$ cat src/rtl/reg_pipe.sv
// reg_pipe: elastic register pipeline of DEPTH stages, WIDTH bits wide.
//
// Each stage holds a data word and a valid bit. A stage advances when it is
// empty or when the stage after it advances, so empty stages (bubbles) are
// filled even while the output is stalled.
//
// Optional feature: define REG_PIPE_COUNT_EN to add the registered occupancy
// output `count`. When undefined, the port and its logic do not exist.
//
// Ports:
//   clk, rst_n       clock, asynchronous active-low reset
//   en               global enable; low freezes every stage
//   flush            synchronous clear of all valid bits (priority over en)
//   in_valid/in_data/in_ready     upstream handshake
//   out_valid/out_data/out_ready  downstream handshake (outputs registered)
//   count            occupancy 0..DEPTH (REG_PIPE_COUNT_EN only)
module reg_pipe #(
  parameter int               WIDTH     = 8,
  parameter int               DEPTH     = 4,
  parameter logic [WIDTH-1:0] RESET_VAL = '0
) (
  input  logic             clk,
  input  logic             rst_n,
  input  logic             en,
  input  logic             flush,
  input  logic             in_valid,
  input  logic [WIDTH-1:0] in_data,
  output logic             in_ready,
  output logic             out_valid,
  output logic [WIDTH-1:0] out_data,
  input  logic             out_ready
`ifdef REG_PIPE_COUNT_EN
  ,
  output logic [$clog2(DEPTH+1)-1:0] count
`endif
);

  logic [DEPTH-1:0] v_q;
  logic [DEPTH-1:0] v_d;
  logic [DEPTH-1:0] adv;
  logic [WIDTH-1:0] data_q [DEPTH];
  logic [WIDTH-1:0] data_d [DEPTH];

  // Advance chain runs from the output end backwards. A local carry keeps the
  // ripple inside one variable instead of feeding the adv vector back on itself.
  always_comb begin
    logic carry;
    adv   = '0;
    carry = en & ~flush & (~v_q[DEPTH-1] | out_ready);
    adv[DEPTH-1] = carry;
    for (int i = DEPTH - 2; i >= 0; i--) begin
      carry  = en & ~flush & (~v_q[i] | carry);
      adv[i] = carry;
    end
  end

  always_comb begin
    v_d    = v_q;
    data_d = data_q;
    if (flush) begin
      v_d = '0;
    end else begin
      if (adv[0]) begin
        v_d[0] = in_valid;
        if (in_valid) data_d[0] = in_data;
      end
      for (int i = 1; i < DEPTH; i++) begin
        if (adv[i]) begin
          v_d[i] = v_q[i-1];
          // Data only moves with a valid word; a bubble leaves old data in place.
          if (v_q[i-1]) data_d[i] = data_q[i-1];
        end
      end
    end
  end

  always_ff @(posedge clk or negedge rst_n) begin
    if (!rst_n) begin
      v_q <= '0;
      for (int i = 0; i < DEPTH; i++) data_q[i] <= RESET_VAL;
    end else begin
      v_q    <= v_d;
      data_q <= data_d;
    end
  end

  // rst_n gates in_ready so nothing is offered as accepted while held in reset.
  assign in_ready  = adv[0] & rst_n;
  assign out_valid = v_q[DEPTH-1];
  assign out_data  = data_q[DEPTH-1];

`ifdef REG_PIPE_COUNT_EN
  localparam int CW = $clog2(DEPTH + 1);

  logic          xfer_in;
  logic          xfer_out;
  logic [CW-1:0] count_q;
  logic [CW-1:0] count_d;

  always_comb begin
    xfer_in  = in_valid & in_ready;
    xfer_out = out_valid & out_ready & en & ~flush;
    count_d  = count_q;
    if (flush) begin
      count_d = '0;
    end else if (xfer_in && !xfer_out) begin
      count_d = count_q + CW'(1);
    end else if (!xfer_in && xfer_out) begin
      count_d = count_q - CW'(1);
    end
  end

  always_ff @(posedge clk or negedge rst_n) begin
    if (!rst_n) count_q <= '0;
    else        count_q <= count_d;
  end

  assign count = count_q;
`endif

endmodule

$ cat config.mk
export PLATFORM = sky130hd
export DESIGN_NAME = reg_pipe
export DESIGN_NICKNAME = d
export VERILOG_FILES = /design/src/rtl/reg_pipe.sv
export SDC_FILE = /design/constraint.sdc
export NUM_CORES = 1
export LEC_CHECK = 0
export BUFFER_PORTS_ARGS = -buffer_cell sky130_fd_sc_hd__buf_4
export CAP_MARGIN = 20
export CORE_MARGIN = 5
export CORE_UTILIZATION = 45
export DETAILED_ROUTE_END_ITERATION = 10
export GPL_TIMING_DRIVEN = 0
export PLACE_DENSITY_LB_ADDON = 0.3
export SETUP_SLACK_MARGIN = 0.1
export SYNTH_ARGS = -nofsm -noshare
export SYNTH_HDL_FRONTEND = slang
export SYNTH_SLANG_ARGS = --single-unit
export TNS_END_PERCENT = 10
$ cat constraint.sdc
create_clock -name clk -period 2.05 [get_ports clk]
set_input_delay 0.41 -clock clk [delete_from_list [all_inputs] [get_ports clk]]
set_output_delay 0.41 -clock clk [all_outputs]
set_load 0.01 [all_outputs]
==> qor.json, run 1 <==
{
  "grt": {
    "grt_pass1_vias": 876,
    "global_route_wire_length_before_repair_mm": 4.008,
    "grt_max_degree": 38,
    "grt_antenna_before_repair": 0,
    "grt_resource_usage_total_pct": 12.35,
    "globalRoute.totalOverflow": 0
  },
  "detailed_routing": {
    "final_antenna_net_count": 0,
    "detailroute.via_count": 864,
    "routedWlPerCell_microns": 13.38,
    "drc_errors": 0,
    "drtPass1Iterations": 4,
    "dr.first_iter.drc_count": 18,
    "vias_per_cell": 4.881,
    "detail_route.wirelength_mm": 2.368
  },
  "die": {
    "core.rowCount": 21,
    "core_area_sq_mm": 0.003284,
    "initial_utilization_pct": 45.94,
    "floorplan.io_pins": 24,
    "die_height_microns": 67.91,
    "die_w_microns": 67.91,
    "die_footprint_sq_mm": 0.004611
  },
  "pwr": {
    "vdd_ir_drop_max_v": 0.0004747,
    "pwr_density_cell_mw_per_mm2": 776.2,
    "cellLeakagePower_nw": 0.8547
  },
  "run": {
    "drv.max_cap_violation_count": 0
  },
  "finish": {
    "area.growth.synth_to_final_pct": 17.33,
    "num_antenna_cells": 0,
    "layout-drive-gt1-share_pct": 57.25,
    "top_library_cells_by_usage_in_the_layout_fill_and_taps_aside": "sky130_fd_sc_hd__dfrtp_1 (36), sky130_fd_sc_hd__mux2_2 (32), sky130_fd_sc_hd__buf_4 (30)",
    "final_cell_count_no_fill": 177,
    "final.fill_count": 277,
    "final_net_count": 145,
    "finalCoreUtilization_pct": 53.90,
    "most_common_cell_after_layout_fill_and_taps_aside": "sky130_fd_sc_hd__dfrtp_1"
  },
  "timing": {
    "max_freq_mhz": 559.8,
    "fin_crit_ns": 1.786,
    "rsz0062_at_grt": "no",
    "timing.final.setup_violations": 0,
    "tightestPinTransition_ns": 0.5849,
    "finalHoldViolCount": 0,
    "setup_skew_after_layout_ns": 0.003093,
    "final_max_slew_viol_count": 0,
    "finalCritPeriodShare_pct": 87.14,
    "worst_case_headroom_to_the_max_slew_limit_pct": 60.71,
    "fin_setup_tns_ns": 0
  },
  "synthesis": {
    "synth_compound_gate_area_share_pct": 4.975,
    "post_synth_mux_area_share_pct": 23.88,
    "synth_xor_area_share_pct": 0,
    "netlist-cell-type-count": 20,
    "synth_simple_gate_area_share_pct": 5.804,
    "synthesis.yosys.warnings": 0,
    "seq_area_frac_synth_pct": 59.70,
    "synth_adder_area_share_pct": 0,
    "main_combinational_cell_family_by_area_after_synthesis": "multiplexers",
    "syn-cell-area_sq_mm": 0.001509,
    "synth_largest_type_area_fraction_pct": 59.70,
    "synth.ff_latch_count": 36,
    "yosys.area.top_type": "sky130_fd_sc_hd__dfrtp_1",
    "syn_inst": 103,
    "syn-num-nets": 117,
    "syn_area_per_cell_sq_um": 14.65,
    "ys_top_cells_by_area": "sky130_fd_sc_hd__dfrtp_1 (60%), sky130_fd_sc_hd__mux2_2 (24%), sky130_fd_sc_hd__buf_4 (4.5%)"
  },
  "clock_network": {
    "post_cts.repair.setup_buffers": 0,
    "max-clock-path-buffers": 2,
    "clock-root-buffer": "sky130_fd_sc_hd__clkbuf_4",
    "clock_latency_ns": 0.32,
    "post_cts_resize_count": 0,
    "cts.clk_slew.worst_paths_ns": 0.10,
    "num_cts_buffers": 5,
    "cts_tree": "built",
    "ctsHoldBuffers": 0,
    "cts-htree-levels": 2,
    "clkSinkCount": 36
  },
  "setup_path": {
    "worst-setup-path-type": "reg2out",
    "setup.worst_path.start": "v_q[2]$_DFFE_PN0P_",
    "crit_path_start_kind": "flip-flop",
    "timing.critical_path.fanout_max": 6,
    "cp.arrival_ns": 1.38,
    "critPathRequiredTime_ns": 1.64,
    "worst_setup_path_end_kind": "output port",
    "r2r_start": "v_q[2]$_DFFE_PN0P_"
  },
  "worst_hold_path": {
    "min_path_type": "in2async"
  },
  "placement": {
    "numPortBuffers": 21,
    "globalplace.congestion": 0.7843,
    "dpl.hpwl_mm": 1.675,
    "place_inst": 170
  },
  "outcome": {
    "run_status": "completed"
  }
}
-- state kept, by name, summed over array words and instances (netlist names) --
signal and cells:
out_data 8, data_q 24, v_q 4
-- per-layer routing --
metal,GRT usage [%],wire length [microns]
met1,13.24,925
met2,20.29,1237
met3,5.583,159
met4,6.700,45
met5,0,0
-- cells by family (layout without fill, tap and decap cells) --
| kind of cell | count (synthesis) | in the layout |
|---|---|---|
| multiplexers | 32 | 32 |
| flip-flops | 36 | 36 |
| buffers and inverters | 13 | 41 |
| AO/OA/AOI/OAI | 10 | 10 |
| AND/OR/NAND/NOR | 12 | 12 |
-- cell type report --
cell class	count	area, sq um	area share [%]
Multi-Input combinational cell	54	523.0	29.54
Clock inverter	1	5.005	0.2827
Clock buffer	6	41.29	2.332
Tap cell	46	57.56	3.251
Sequential cell	36	900.9	50.88
Timing Repair Buffer	21	157.7	8.905
Buffer	11	77.57	4.382
Inverter	2	7.507	0.4240
-- per-stage QoR --
stage | hold slack (ns) | area, sq um | power [mW] | worst slack, ns
2_1_floorplan | 0.1144 | 1509 | 0.9899 | 0.5091
3_3_place_gp | 0.3933 | 1724 | 1.043 | 0.3031
3_5_place_dp | 0.3932 | 1724 | 1.059 | 0.2770
4_1_cts | 0.02200 | 1770 | 1.403 | 0.2625
5_1_grt | 0.02347 | 1770 | 1.466 | 0.1774
6_report | 0.02286 | 1770 | 1.374 | 0.2637
-- synthesized netlist by cell type, drive strengths merged --
cell type,number
dfrtp,36
nor4,1
nand3b,1
o21ai,2
nor2,1
a211oi,1
nand2,5
nor2b,1
and2b,1
a311oi,1
mux2,32
a21oi,5
and4b,1
inv,2
a22oi,1
buf,11
and3b,1
-- where the power goes --
part           total, mW  switching (mW)  internal [mW]
clock              0.336           0.210          0.126
combinational      0.167          0.0594          0.107
sequential         0.871          0.0515          0.820
-- final timing paths --
kind                                      endpoint  slack [ns]  depth (start not counted)
setup / recovery                          in_ready        0.26                          3
hold / removal              data_q[28]$_DFFE_PN0P_        0.02                          1
setup reg to reg            data_q[16]$_DFFE_PN0P_        0.37                          3
hold reg to reg            out_data[4]$_DFFE_PN0P_        0.51                          1
max in group asynchronous  out_data[4]$_DFFE_PN0P_        1.71                          1
min in group clk            data_q[26]$_DFFE_PN0P_        0.31                          2
-- worst max-delay path, cell delays in order, from the launching register on --
cell	delay, ns
sky130_fd_sc_hd__dfrtp_1	0.49
sky130_fd_sc_hd__and4b_4	0.32
sky130_fd_sc_hd__a21oi_1	0.09
sky130_fd_sc_hd__buf_4	0.15
Power figures use the tool's default switching activity.
==> inputs of run 2 (changes only) <==
Settings changed: CORE_MARGIN 5 to not set.
==> run 2 against run 1 <==
Cell area is 1.6% higher. Core utilization is 3.6 points higher. Clock skew grew 0.0077 ns. Sequential power grew 1%. Via count is 0.93% higher. Clock-buffer cell count unchanged. Largest power group unchanged. Critical endpoint unchanged. Register-to-register slack improved by 0.05 ns.
==> qor.json, run 2 (same netlist as run 1, synthesis figures left out) <==
{
  "pwr": {
    "sw_frac_of_total": {"value": 22.70, "unit": "%", "change": "was 23.35%"},
    "power.clock.fraction": {"value": 31.6, "unit": "%", "change": "was 24.5%"},
    "vdd_ir_drop_max": {"value": 0.0005041, "unit": "V", "change": "was 0.0004747 V"},
    "net-switching-power": {"value": 347.4, "unit": "uW", "change": "was 320.9 uW"},
    "cellLeakagePower": {"value": 0.8688, "unit": "nW", "change": "was 0.8547 nW"},
    "power.share.sequential": {"value": 57.6, "unit": "%", "change": "was 63.4%"},
    "finalPower": {"value": 1.530, "unit": "mW", "change": "was 1.374 mW"},
    "cell_internal_pwr": {"value": 1.183, "unit": "mW", "change": "was 1.053 mW"},
    "pwr_density_cell": {"value": 851.1, "unit": "mW/mm^2", "change": "was 776.2 mW/mm^2"},
    "share_comb_of_total_power": {"value": 10.8, "unit": "%", "change": "was 12.1%"}
  },
  "timing": {
    "timing.final.setup_violations": {"value": 0, "change": "unchanged"},
    "final_max_slew_viol_count": {"value": 0, "change": "unchanged"},
    "tightestPinTransition": {"value": 0.5531, "unit": "ns", "change": "was 0.5849 ns"},
    "holdWs": {"value": 0.006834, "unit": "ns", "change": "was 0.02286 ns"},
    "worst_case_headroom_to_the_max_slew_limit": {"value": 62.85, "unit": "%", "change": "was 60.71%"},
    "fin_crit": {"value": 1.755, "unit": "ns", "change": "was 1.786 ns"},
    "finalCritPeriodShare": {"value": 85.61, "unit": "%", "change": "was 87.14%"},
    "finalHoldViolCount": {"value": 0, "change": "unchanged"},
    "fin_setup_tns": {"value": 0, "unit": "ns", "change": "unchanged"},
    "rsz0062_at_grt": {"value": "no", "change": "unchanged"},
    "setup_skew_after_layout": {"value": 0.01082, "unit": "ns", "change": "was 0.003093 ns"},
    "max_freq": {"value": 569.8, "unit": "MHz", "change": "was 559.8 MHz"}
  },
  "finish": {
    "final.fill_count": {"value": 269, "change": "was 277"},
    "area.growth.synth_to_final": {"value": 19.15, "unit": "%", "change": "was 17.33%"},
    "top_library_cells_by_usage_in_the_layout_fill_and_taps_aside": {"value": "sky130_fd_sc_hd__dfrtp_1 (36), sky130_fd_sc_hd__mux2_2 (32), sky130_fd_sc_hd__buf_4 (30)", "change": "unchanged"},
    "largest_register_ff_count": {"value": 24, "change": "unchanged"},
    "final_net_count": {"value": 145, "change": "unchanged"},
    "layout-drive-gt1-share": {"value": 57.58, "unit": "%", "change": "was 57.25%"},
    "num_antenna_cells": {"value": 0, "change": "unchanged"},
    "largest-register": {"value": "data_q", "change": "unchanged"},
    "final_cell_area": {"value": 0.001798, "unit": "sq mm", "change": "was 0.001770 sq mm"},
    "most_common_cell_after_layout_fill_and_taps_aside": {"value": "sky130_fd_sc_hd__dfrtp_1", "change": "unchanged"},
    "final_cell_count_no_fill": {"value": 176, "change": "was 177"}
  },
  "detailed_routing": {
    "detailroute.via_count": {"value": 872, "change": "was 864"},
    "routedWlPerCell": {"value": 13.04, "unit": "microns", "change": "was 13.38 microns"},
    "detail_route.wirelength": {"value": 2.295, "unit": "mm", "change": "was 2.368 mm"},
    "drc_errors": {"value": 0, "change": "unchanged"},
    "vias_per_cell": {"value": 4.955, "change": "was 4.881"},
    "final_antenna_net_count": {"value": 0, "change": "unchanged"},
    "drtPass1Iterations": {"value": 4, "change": "unchanged"},
    "dr.first_iter.drc_count": {"value": 16, "change": "was 18"}
  },
  "outcome": {
    "run_status": {"value": "completed", "change": "unchanged"}
  },
  "run": {
    "drv.max_cap_violation_count": {"value": 0, "change": "unchanged"}
  },
  "clock_network": {
    "cts_tree": {"value": "built", "change": "unchanged"},
    "post_cts_resize_count": {"value": 0, "change": "unchanged"},
    "ctsHoldBuffers": {"value": 0, "change": "unchanged"},
    "num_cts_buffers": {"value": 5, "change": "unchanged"},
    "cts.clk_slew.worst_paths": {"value": 0.11, "unit": "ns", "change": "was 0.10 ns"},
    "cts-htree-levels": {"value": 2, "change": "unchanged"},
    "post_cts.repair.setup_buffers": {"value": 0, "change": "unchanged"},
    "clock-root-buffer": {"value": "sky130_fd_sc_hd__clkbuf_4", "change": "unchanged"},
    "clock_latency": {"value": 0.34, "unit": "ns", "change": "was 0.32 ns"},
    "max-clock-path-buffers": {"value": 2, "change": "unchanged"},
    "clkSinkCount": {"value": 36, "change": "unchanged"}
  },
  "die": {
    "initial_utilization": {"value": 48.24, "unit": "%", "change": "was 45.94%"},
    "floorplan.io_pins": {"value": 24, "change": "unchanged"},
    "die_height": {"value": 59.91, "unit": "microns", "change": "was 67.91 microns"},
    "die_w": {"value": 59.91, "unit": "microns", "change": "was 67.91 microns"},
    "die_footprint": {"value": 0.003589, "unit": "sq mm", "change": "was 0.004611 sq mm"},
    "core_area": {"value": 0.003128, "unit": "sq mm", "change": "was 0.003284 sq mm"},
    "core.rowCount": {"value": 20, "change": "was 21"}
  },
  "setup_path": {
    "critPathRequiredTime": {"value": 1.64, "unit": "ns", "change": "about the same"},
    "worst_setup_path_end_kind": {"value": "output port", "change": "unchanged"},
    "crit_path_start_kind": {"value": "flip-flop", "change": "unchanged"},
    "cp.arrival": {"value": 1.35, "unit": "ns", "change": "was 1.38 ns"},
    "worst-setup-path-type": {"value": "reg2out", "change": "unchanged"},
    "timing.critical_path.fanout_max": {"value": 6, "change": "unchanged"}
  },
  "placement": {
    "place_area": {"value": 0.001722, "unit": "sq mm", "change": "was 0.001724 sq mm"},
    "globalplace.congestion": {"value": 0.7034, "change": "was 0.7843"},
    "numPortBuffers": {"value": 21, "change": "unchanged"},
    "place_inst": {"value": 168, "change": "was 170"},
    "dpl.hpwl": {"value": 1.668, "unit": "mm", "change": "was 1.675 mm"}
  },
  "worst_hold_path": {
    "min_path_type": {"value": "in2async", "change": "unchanged"}
  },
  "grt": {
    "grt_resource_usage_total": {"value": 15.96, "unit": "%", "change": "was 12.35%"},
    "grt_antenna_before_repair": {"value": 0, "change": "unchanged"},
    "grt_pass1_vias": {"value": 870, "change": "was 876"},
    "global_route_wire_length_before_repair": {"value": 4.002, "unit": "mm", "change": "was 4.008 mm"},
    "grt_max_degree": {"value": 38, "change": "unchanged"},
    "globalRoute.totalOverflow": {"value": 0, "change": "unchanged"}
  }
}
run 2: cell count changes in the layout (fill, tap and decap cells not counted), sizes merged:
cell / before / now
bufinv: 0 / 1
run 2: through the flow:
stage          worst slack (ns)  util [%]
2_1_floorplan            0.5091         -
3_3_place_gp             0.3670     55.04
3_5_place_dp             0.3347     55.04
4_1_cts                  0.2878     57.48
5_1_grt                  0.2268     57.48
6_report                 0.2949     57.48
run 2: area by class of cell:
class	count	area (sq um)	share of cell area, %
clock buffer	6	41.29	2.296
timing repair buffer	21	157.7	8.768
tap	44	55.05	3.062
inverter	2	7.507	0.4175
sequential	36	900.9	50.10
buffer	11	77.57	4.315
clock inverter	2	35.03	1.949
multi-input combinational	54	523.0	29.09
run 2: worst paths after layout:
check,startpoint,endpoint,slack (ns),cells past startpoint
hold / removal,rst_n,data_q[12]$_DFFE_PN0P_,0.007,1
setup / recovery,v_q[2]$_DFFE_PN0P_,in_ready,0.29,3
min in group clk,in_data[3],data_q[27]$_DFFE_PN0P_,0.30,2
hold reg to reg,data_q[20]$_DFFE_PN0P_,data_q[12]$_DFFE_PN0P_,0.50,1
setup reg to reg,v_q[2]$_DFFE_PN0P_,data_q[18]$_DFFE_PN0P_,0.42,3
max in group asynchronous,rst_n,data_q[29]$_DFFE_PN0P_,1.72,1
run 2: per-layer routing:
layer  global-route usage (%)  part of all wire, %
met1                    21.00                   44
met2                    22.70                   48
met3                    4.545                  4.8
met4                    10.96                  2.3
met5                        0                    0
run 2: power groups by stage:
stage | clock network [mW] | registers [mW] | logic, mW
2_1_floorplan | 0 | 0.869 | 0.121
3_3_place_gp | 0 | 0.889 | 0.158
3_5_place_dp | 0 | 0.897 | 0.169
4_1_cts | 0.496 | 0.883 | 0.169
5_1_grt | 0.533 | 0.897 | 0.185
6_report | 0.484 | 0.882 | 0.165
run 2: critical path, cell delays in order (launching register included):
cell and delay (ns):
sky130_fd_sc_hd__dfrtp_1 0.47, sky130_fd_sc_hd__and4b_4 0.32, sky130_fd_sc_hd__a21oi_1 0.08, sky130_fd_sc_hd__buf_4 0.14
==> inputs of run 3 (changes only) <==
Clock period 2.05 ns to 1.9 ns, I/O delays scaled along.
==> run 3 against run 2 <==
First-iteration DRC count is the same. Sequential share of layout area shrank 0.82 points. Worst setup slack lost 0.12 ns. Non-clock buffer count grew 2. Core utilization grew 0.96 points. Cell count grew 1.1%. Clock power grew 7.9%. Register-to-register slack lost 0.15 ns. Clock-buffer cell count is the same. Flip-flop and latch count is the same. Power grew 8.3%. Highest routed layer unchanged.
==> qor.json, run 3 (same netlist as run 1, synthesis figures left out) <==
{
  "finish": {
    "final_net_count": {"value": 147, "change": "was 145"},
    "largest-register": {"value": "data_q", "change": "unchanged"},
    "num_antenna_cells": {"value": 0, "change": "unchanged"},
    "largest_register_ff_count": {"value": 24, "change": "unchanged"},
    "final_cell_area": {"value": 0.001828, "unit": "sq mm", "change": "was 0.001798 sq mm"},
    "layout-drive-gt1-share": {"value": 57.46, "unit": "%", "change": "was 57.58%"},
    "area.growth.synth_to_final": {"value": 21.14, "unit": "%", "change": "was 19.15%"},
    "most_common_cell_after_layout_fill_and_taps_aside": {"value": "sky130_fd_sc_hd__dfrtp_1", "change": "unchanged"},
    "top_library_cells_by_usage_in_the_layout_fill_and_taps_aside": {"value": "sky130_fd_sc_hd__dfrtp_1 (36), sky130_fd_sc_hd__mux2_2 (32), sky130_fd_sc_hd__buf_4 (30)", "change": "unchanged"}
  },
  "worst_hold_path": {
    "min_path_type": {"value": "in2reg", "change": "was in2async"}
  },
  "setup_path": {
    "worst-setup-path-type": {"value": "reg2out", "change": "unchanged"},
    "critPathTopFamily": {"value": "flip-flops", "change": "unchanged"},
    "cp.arrival": {"value": 1.34, "unit": "ns", "change": "was 1.35 ns"},
    "cp_slowest_cell": {"value": "sky130_fd_sc_hd__dfrtp_1", "change": "unchanged"},
    "timing.critical_path.fanout_max": {"value": 6, "change": "unchanged"},
    "crit_path_max_incr_delay": {"value": 0.47, "unit": "ns", "change": "about the same"},
    "cp_num_buf_inv": {"value": 1, "change": "unchanged"},
    "worst_setup_path_end_kind": {"value": "output port", "change": "unchanged"},
    "crit_path_start_kind": {"value": "flip-flop", "change": "unchanged"},
    "critical_path.cell_chain": {"value": "and4b_4 -> a21oi_1 -> buf_4", "change": "unchanged"},
    "critPathRequiredTime": {"value": 1.52, "unit": "ns", "change": "was 1.64 ns"}
  },
  "detailed_routing": {
    "detailroute.via_count": {"value": 867, "change": "was 872"},
    "drc_errors": {"value": 0, "change": "unchanged"},
    "detail_route.wirelength": {"value": 2.316, "unit": "mm", "change": "was 2.295 mm"},
    "vias_per_cell": {"value": 4.871, "change": "was 4.955"},
    "dr.first_iter.drc_count": {"value": 16, "change": "unchanged"},
    "routedWlPerCell": {"value": 13.01, "unit": "microns", "change": "was 13.04 microns"},
    "drtPass1Iterations": {"value": 4, "change": "unchanged"},
    "final_antenna_net_count": {"value": 0, "change": "unchanged"}
  },
  "die": {
    "floorplan.io_pins": {"value": 24, "change": "unchanged"},
    "die_height": {"value": 59.91, "unit": "microns", "change": "unchanged"},
    "die_w": {"value": 59.91, "unit": "microns", "change": "unchanged"},
    "initial_utilization": {"value": 48.24, "unit": "%", "change": "unchanged"},
    "core_area": {"value": 0.003128, "unit": "sq mm", "change": "unchanged"},
    "core.rowCount": {"value": 20, "change": "unchanged"},
    "die_footprint": {"value": 0.003589, "unit": "sq mm", "change": "unchanged"}
  },
  "run": {
    "drv.max_cap_violation_count": {"value": 0, "change": "unchanged"}
  },
  "grt": {
    "grt_resource_usage_total": {"value": 16.09, "unit": "%", "change": "was 15.96%"},
    "global_route_wire_length_before_repair": {"value": 4.022, "unit": "mm", "change": "was 4.002 mm"},
    "grt_pass1_vias": {"value": 878, "change": "was 870"},
    "grt_max_degree": {"value": 37, "change": "was 38"},
    "globalRoute.totalOverflow": {"value": 0, "change": "unchanged"},
    "grt_antenna_before_repair": {"value": 0, "change": "unchanged"}
  },
  "clock_network": {
    "post_cts_resize_count": {"value": 0, "change": "unchanged"},
    "num_cts_buffers": {"value": 5, "change": "unchanged"},
    "clock_latency": {"value": 0.34, "unit": "ns", "change": "about the same"},
    "clkSinkCount": {"value": 36, "change": "unchanged"},
    "ctsHoldBuffers": {"value": 2, "change": "was 0"},
    "clock-root-buffer": {"value": "sky130_fd_sc_hd__clkbuf_4", "change": "unchanged"},
    "cts-htree-levels": {"value": 2, "change": "unchanged"},
    "max-clock-path-buffers": {"value": 2, "change": "unchanged"},
    "cts_tree": {"value": "built", "change": "unchanged"},
    "cts.clk_slew.worst_paths": {"value": 0.11, "unit": "ns", "change": "about the same"},
    "post_cts.repair.setup_buffers": {"value": 0, "change": "unchanged"}
  },
  "placement": {
    "place_area": {"value": 0.001722, "unit": "sq mm", "change": "unchanged"},
    "numPortBuffers": {"value": 21, "change": "unchanged"},
    "dpl.hpwl": {"value": 1.668, "unit": "mm", "change": "unchanged"},
    "globalplace.congestion": {"value": 0.7034, "change": "unchanged"}
  },
  "timing": {
    "tightestPinTransition": {"value": 0.5531, "unit": "ns", "change": "about the same"},
    "finalHoldViolCount": {"value": 0, "change": "unchanged"},
    "fin_setup_tns": {"value": 0, "unit": "ns", "change": "unchanged"},
    "rsz0062_at_grt": {"value": "no", "change": "unchanged"},
    "finalCritPeriodShare_pct": 90.75,
    "final_max_slew_viol_count": {"value": 0, "change": "unchanged"},
    "max_freq_mhz": 580.0,
    "worst_case_headroom_to_the_max_slew_limit": {"value": 62.85, "unit": "%", "change": "about the same"},
    "setup_skew_after_layout": {"value": 0.01061, "unit": "ns", "change": "was 0.01082 ns"},
    "fin_crit_ns": 1.724,
    "timing.final.setup_violations": {"value": 0, "change": "unchanged"}
  },
  "pwr": {
    "pwr_density_cell": {"value": 906.8, "unit": "mW/mm^2", "change": "was 851.1 mW/mm^2"},
    "vdd_ir_drop_max": {"value": 0.0005442, "unit": "V", "change": "was 0.0005041 V"},
    "cellLeakagePower": {"value": 0.8824, "unit": "nW", "change": "was 0.8688 nW"}
  },
  "outcome": {
    "run_status": {"value": "completed", "change": "unchanged"}
  }
}
==> run 3: cell types whose count changed in the layout (fill, tap and decap cells not counted) <==
| cell | before | now |
|---|---|---|
| sky130_fd_sc_hd__buf_12 | 0 | 1 |
| sky130_fd_sc_hd__dlygate4sd3_1 | 0 | 1 |
==> run 3: stage by stage <==
step                      power (mW)  cells  setup WS (ns)  utilization (%)  hold WS [ns]
after detailed placement       1.150    168         0.2147            55.04        0.3610
after global placement         1.129    168         0.2470            55.04        0.3548
after global routing           1.749    178         0.1068            58.44        0.2368
after CTS                      1.677    178         0.1678            58.44        0.2512
after floorplan                1.068    103         0.3836                -       0.08441
final                          1.658    178         0.1758            58.44        0.2654
==> run 3: path summary, 6_finish.rpt <==
path | slack, ns | start | cells past startpoint | to
max in group asynchronous | 1.18 | rst_n | 3 | data_q[24]$_DFFE_PN0P_
worst min register to register | 0.50 | data_q[20]$_DFFE_PN0P_ | 1 | data_q[12]$_DFFE_PN0P_
min in group asynchronous | 0.53 | rst_n | 3 | out_data[4]$_DFFE_PN0P_
worst max register to register | 0.27 | v_q[2]$_DFFE_PN0P_ | 3 | data_q[18]$_DFFE_PN0P_
worst min-delay path | 0.27 | in_data[3] | 2 | data_q[27]$_DFFE_PN0P_
worst max-delay path | 0.18 | v_q[2]$_DFFE_PN0P_ | 3 | in_ready
==> run 3: power breakdown <==
group	switching, mW	internal [mW]	total [mW]
Combinational	0.0637	0.121	0.185
Clock	0.246	0.276	0.522
Sequential	0.0663	0.885	0.951
Total	0.376	1.28	1.66
==> run 3: per-layer routing <==
layer,up-vias,share of wire (%),track usage (%)
li1,412,-,-
met1,426,46,21.29
met2,23,48,22.86
met3,6,4.0,4.545
met4,0,2.3,10.96
met5,-,0,0
==> run 3: area by class of cell <==
cell class	instances	area [sq um]
fill	269	1300
sequential	36	900.9
multi-input combinational	54	523.0
timing repair buffer	23	187.7
buffer	11	77.57
tap	44	55.05
clock buffer	6	41.29
clock inverter	2	35.03
inverter	2	7.507
